$ cat src/rtl/imem_loader.sv
// Boot-time instruction memory loader: receives a byte stream (count, big-endian words, XOR checksum),
// writes each assembled word to instruction memory and holds the CPU in reset until a load verifies.
module imem_loader #(
  parameter logic [31:0] BASE_ADDR = 32'h0000_0000,
  parameter logic [15:0] TIMEOUT   = 16'd50000
) (
  input  logic        clk,
  input  logic        reset,
  input  logic        start,
  input  logic        byte_valid,
  input  logic [7:0]  byte_data,
  output logic        byte_ready,
  output logic        mem_we,
  output logic [31:0] mem_addr,
  output logic [31:0] mem_wdata,
  output logic        cpu_hold,
  output logic        busy,
  output logic        done,
  output logic        error
);

  typedef enum logic [1:0] {
    IDLE  = 2'd0,
    COUNT = 2'd1,
    DATA  = 2'd2,
    CHECK = 2'd3
  } state_t;

  state_t      r_state;
  logic [7:0]  r_count;
  logic [7:0]  r_wordIdx;
  logic [1:0]  r_byteCnt;
  logic [23:0] r_shift;
  logic [7:0]  r_csum;
  logic [15:0] r_idle;
  logic        r_memWe;
  logic [31:0] r_memAddr;
  logic [31:0] r_memWdata;
  logic        r_cpuHold;
  logic        r_done;
  logic        r_error;

  logic        w_active;
  logic        w_xfer;
  logic [31:0] w_word;
  logic [15:0] w_idleNext;

  assign w_active   = (r_state != IDLE);
  assign w_xfer     = byte_valid && w_active;
  assign w_word     = {r_shift, byte_data};
  assign w_idleNext = r_idle + 16'd1;

  // Word index is 8 bits and the last word is index N-1 (mod 256), so a count of 0 yields 256 words.
  always_ff @(posedge clk) begin
    if (reset) begin
      r_state    <= IDLE;
      r_count    <= 8'd0;
      r_wordIdx  <= 8'd0;
      r_byteCnt  <= 2'd0;
      r_shift    <= 24'd0;
      r_csum     <= 8'd0;
      r_idle     <= 16'd0;
      r_memWe    <= 1'b0;
      r_memAddr  <= 32'd0;
      r_memWdata <= 32'd0;
      r_cpuHold  <= 1'b1;
      r_done     <= 1'b0;
      r_error    <= 1'b0;
    end else begin
      r_memWe <= 1'b0;
      r_done  <= 1'b0;
      case (r_state)
        IDLE: begin
          if (start) begin
            r_state   <= COUNT;
            r_error   <= 1'b0;
            r_wordIdx <= 8'd0;
            r_byteCnt <= 2'd0;
            r_csum    <= 8'd0;
            r_idle    <= 16'd0;
            r_cpuHold <= 1'b1;
          end
        end
        default: begin
          if (w_xfer) begin
            r_idle <= 16'd0;
            case (r_state)
              COUNT: begin
                r_count <= byte_data;
                r_csum  <= byte_data;
                r_state <= DATA;
              end
              DATA: begin
                r_shift   <= w_word[23:0];
                r_byteCnt <= r_byteCnt + 2'd1;
                r_csum    <= r_csum ^ byte_data;
                if (r_byteCnt == 2'd3) begin
                  r_memWe    <= 1'b1;
                  r_memWdata <= w_word;
                  r_memAddr  <= BASE_ADDR + {22'd0, r_wordIdx, 2'b00};
                  r_wordIdx  <= r_wordIdx + 8'd1;
                  if (r_wordIdx == r_count - 8'd1) begin
                    r_state <= CHECK;
                  end
                end
              end
              CHECK: begin
                if (byte_data == r_csum) begin
                  r_done    <= 1'b1;
                  r_cpuHold <= 1'b0;
                end else begin
                  r_error <= 1'b1;
                end
                r_state <= IDLE;
              end
              default: r_state <= IDLE;
            endcase
          end else if (w_idleNext == TIMEOUT) begin
            r_error <= 1'b1;
            r_idle  <= 16'd0;
            r_state <= IDLE;
          end else begin
            r_idle <= w_idleNext;
          end
        end
      endcase
    end
  end

  assign byte_ready = w_active;
  assign busy       = w_active;
  assign mem_we     = r_memWe;
  assign mem_addr   = r_memAddr;
  assign mem_wdata  = r_memWdata;
  assign cpu_hold   = r_cpuHold;
  assign done       = r_done;
  assign error      = r_error;

endmodule

$ cat config.mk
export PLATFORM = sky130hd
export DESIGN_NAME = imem_loader
export DESIGN_NICKNAME = d
export VERILOG_FILES = /design/src/rtl/imem_loader.sv
export SDC_FILE = /design/constraint.sdc
export NUM_CORES = 1
export LEC_CHECK = 0
export BUFFER_PORTS_ARGS = -buffer_cell sky130_fd_sc_hd__buf_2
export CORE_UTILIZATION = 50
export CTS_BUF_LIST = sky130_fd_sc_hd__clkbuf_8
export DETAILED_ROUTE_END_ITERATION = 7
export GPL_ROUTABILITY_DRIVEN = 0
export PLACE_DENSITY = 0.72
export SLEW_MARGIN = 10
export SYNTH_ARGS = -nofsm -noshare
export SYNTH_HDL_FRONTEND = slang
export SYNTH_SLANG_ARGS = --single-unit
$ cat constraint.sdc
create_clock -name clk -period 4.5 [get_ports clk]
set_input_delay 0.45 -clock clk [delete_from_list [all_inputs] [get_ports clk]]
set_output_delay 0.45 -clock clk [all_outputs]
set_load 0.1 [all_outputs]
==> impl_metrics.toml <==
[grt]
grt_pass1_wl_um = 18800
grt_max_degree = 49
antenna_found_initial = 0
grt_usage_pct = 22.9
grt_pass1_vias = 3993
grt.overflow.total = 0

[clock_network]
cts_tree = "built"
insertion_delay_ps = 390
ctsHoldBuffers = 0
cts.sinks = 112
cts.clk_slew.worst_paths_ps = 110
htreeDepth = 3
cts_made_buffers = 9
cts_resized = 0
clockRootBuffer = "clkbuf_8"
clockBufferDepth = 2
post_cts_buffers = 0

[placed_design]
dpl.hpwl_um = 7750
io_buffer_count = 57
dp_slack_ps = 1640

[final_layout]
antennaDiodeCount = 0
area_delta_synth_final_pct = 8.75
fin_nets = 707
final_common_cell = "nand2_1"
most-common-layout-cells = "nand2_1, dfxtp_1, a21oi_1"
fin_util_pct = 56.5
drive_gt1_share_pct = 12.9
nFillCells = 957

[timing]
tightest_slew_ps = 878
finalCritPeriodShare_pct = 66.5
postLayoutSetupSlackWorst_ps = 1510
finalHoldViolCount = 0
tns_ps = 0
slew-limit-headroom_pct = 41.3
rsz0062_at_grt = "no"
setup_violations = 0
min_period_ps = 2990
max_freq_mhz = 334
maxSlewViolCount = 0
clock_skew_ps = 18.6

[power_and_ir_drop]
p_switching_uw = 604
internal-power_mw = 1.26
p_comb_share_pct = 13.6
clkPwrFrac_pct = 32.2
peakVddDrop_mv = 0.165
p_per_area_nw_per_um2 = 335
p_sw_share_pct = 32.3
pwr-share-seq_pct = 54.2
p_leak_nw = 2.12

[status]
outcome = "complete, no violations"

[setup_path]
worstPathRequired_ps = 4770
critPathLaunch = "r_state[1]"
r2r_cells = 7
reg2reg_slack_ps = 1510
critPathMaxFanout = 27
crit_arrival_ps = 3260
setup.worst_path.end = "r_state[0]"
rr_endpoint = "r_state[0]"
cp-start-kind = "register"
worst-setup-path-type = "reg -> reg"
r2r-start = "r_state[1]"
cp-end-kind = "register"

[floorplan]
dieHeight_um = 103
die_w_um = 103
rows = 36
fp.coreArea_um2 = 9860
ios = 82
initial_utilization_pct = 51.9
die-area_um2 = 10700

[synth]
yosys_register_bits = 112
netlist_instances = 653
synth_cell_types = 54
yosysWarnings = 0
synth_flop_cell = "dfxtp_1"
async_flop_share_pct = 0
ys_seq_area_share_pct = 43.8
synth-edff-count = 0
avgSynthCellArea_um2 = 7.84
synth.cell_area_um2 = 5120

[detailed_routing]
wire_per_inst_um = 13.7
drt_pass1_iterations = 4
finalWirelength_um = 11300
ant_nets = 0
via_per_inst = 5.29
via_count = 4355
first_iter_violations = 166
drc = 0

[flow_run]
cap_violations = 0

[hold_path]
hold_path_class = "in -> reg"
power groups by stage:
stage          clock network, mW  logic (mW)  registers (mW)
2_1_floorplan                  0       0.221            1.04
4_1_cts                    0.617       0.253            1.01
5_1_grt                    0.656       0.272            1.01
3_3_place_gp                   0       0.247            1.03
6_report                   0.601       0.255            1.01
3_5_place_dp                   0       0.252            1.03
synthesized netlist by cell type (all sizes together), types with 2 or more instances:
cell type / instances / area share [%]
a2111oi: 3 / 0.88
a211oi: 3 / 0.54
a21oi: 93 / 9.2
a22o: 3 / 0.51
a22oi: 2 / 0.29
a41oi: 2 / 0.34
and2: 2 / 0.24
and3: 4 / 0.49
buf: 29 / 4.0
clkbuf: 33 / 2.4
dfxtp: 112 / 44
ha: 9 / 2.2
inv: 12 / 0.88
mux2i: 4 / 0.78
nand2: 181 / 13
nand2b: 6 / 0.73
nand3: 27 / 2.8
nand3b: 2 / 0.29
nand4: 8 / 1.2
nor2: 27 / 2.0
nor2b: 3 / 0.37
nor3: 6 / 0.81
nor3b: 2 / 0.29
nor4: 4 / 0.49
nor4b: 2 / 0.34
o21ai: 19 / 1.9
or3: 6 / 0.83
xnor2: 8 / 1.4
xor2: 26 / 4.4
sequential cells by signal (all words and copies together), names as in the netlist:
signal,count
mem_wdata,32
r_shift,24
r_idle,16
mem_addr,8
r_count,8
r_csum,8
r_wordIdx,8
r_byteCnt,2
r_state,2
cpu_hold,1
done,1
error,1
mem_we,1
metrics by stage:
stage	area [µm²]	hold slack [ps]	std cells	power [mW]
after floorplan	5210	432	676	1.26
after global placement	5360	438	808	1.28
after detailed placement	5360	444	808	1.29
after CTS	5570	356	824	1.88
after global routing	5570	373	824	1.94
final	5570	371	824	1.87
cell type report:
| class | instances | area [µm²] | share of cell area, % |
|---|---|---|---|
| Tap cell | 133 | 166 | 2.99 |
| Sequential cell | 112 | 2240 | 40.3 |
| Inverter | 12 | 45.0 | 0.809 |
| Clock buffer | 9 | 124 | 2.22 |
| Clock inverter | 7 | 85.1 | 1.53 |
| Timing Repair Buffer | 61 | 315 | 5.66 |
| Multi-Input combinational cell | 490 | 2590 | 46.5 |
routing by layer:
metal	vias up	track usage (%)	routed length [µm]
li1	2194	-	-
met1	2033	29.9	5130
met2	114	37.5	5450
met3	14	4.84	510
met4	0	8.34	159
met5	-	0	0
logic make-up (layout without fill, tap and decap cells):
| logic type | count (synthesis) | after routing | share of synthesized area, % |
|---|---|---|---|
| and+or+nand+nor | 285 | 285 | 25.0 |
| other | 1 | 24 | 0.0732 |
| xor gates and xnor gates | 34 | 34 | 5.81 |
| adders and majority gates | 9 | 9 | 2.20 |
| muxes | 5 | 5 | 1.00 |
| DFF | 112 | 112 | 43.8 |
| buffers and inverters | 74 | 89 | 7.31 |
| AOI/OAI and AO/OA | 133 | 133 | 14.8 |
critical path, cell delays in order, from the launching register on:
cell and delay [ps]:
dfxtp_1 420, inv_1 100, ha_1 260, nor2b_1 530, nand2_1 690, a31oi_1 450
a2111oi_0 140, a211oi_1 300
worst min-delay path by stage:
stage | cells past startpoint | end | slack, ps | from
4_1_cts | 3 | r_shift[7] | 360 | byte_data[7]
3_3_place_gp | 2 | error | 440 | error
2_1_floorplan | 2 | mem_wdata[24] | 430 | r_shift[16]
3_5_place_dp | 2 | error | 440 | error
6_report | 3 | mem_wdata[6] | 370 | byte_data[6]
5_1_grt | 3 | mem_wdata[6] | 370 | byte_data[6]
No activity file was read; power rests on OpenSTA's default activity.
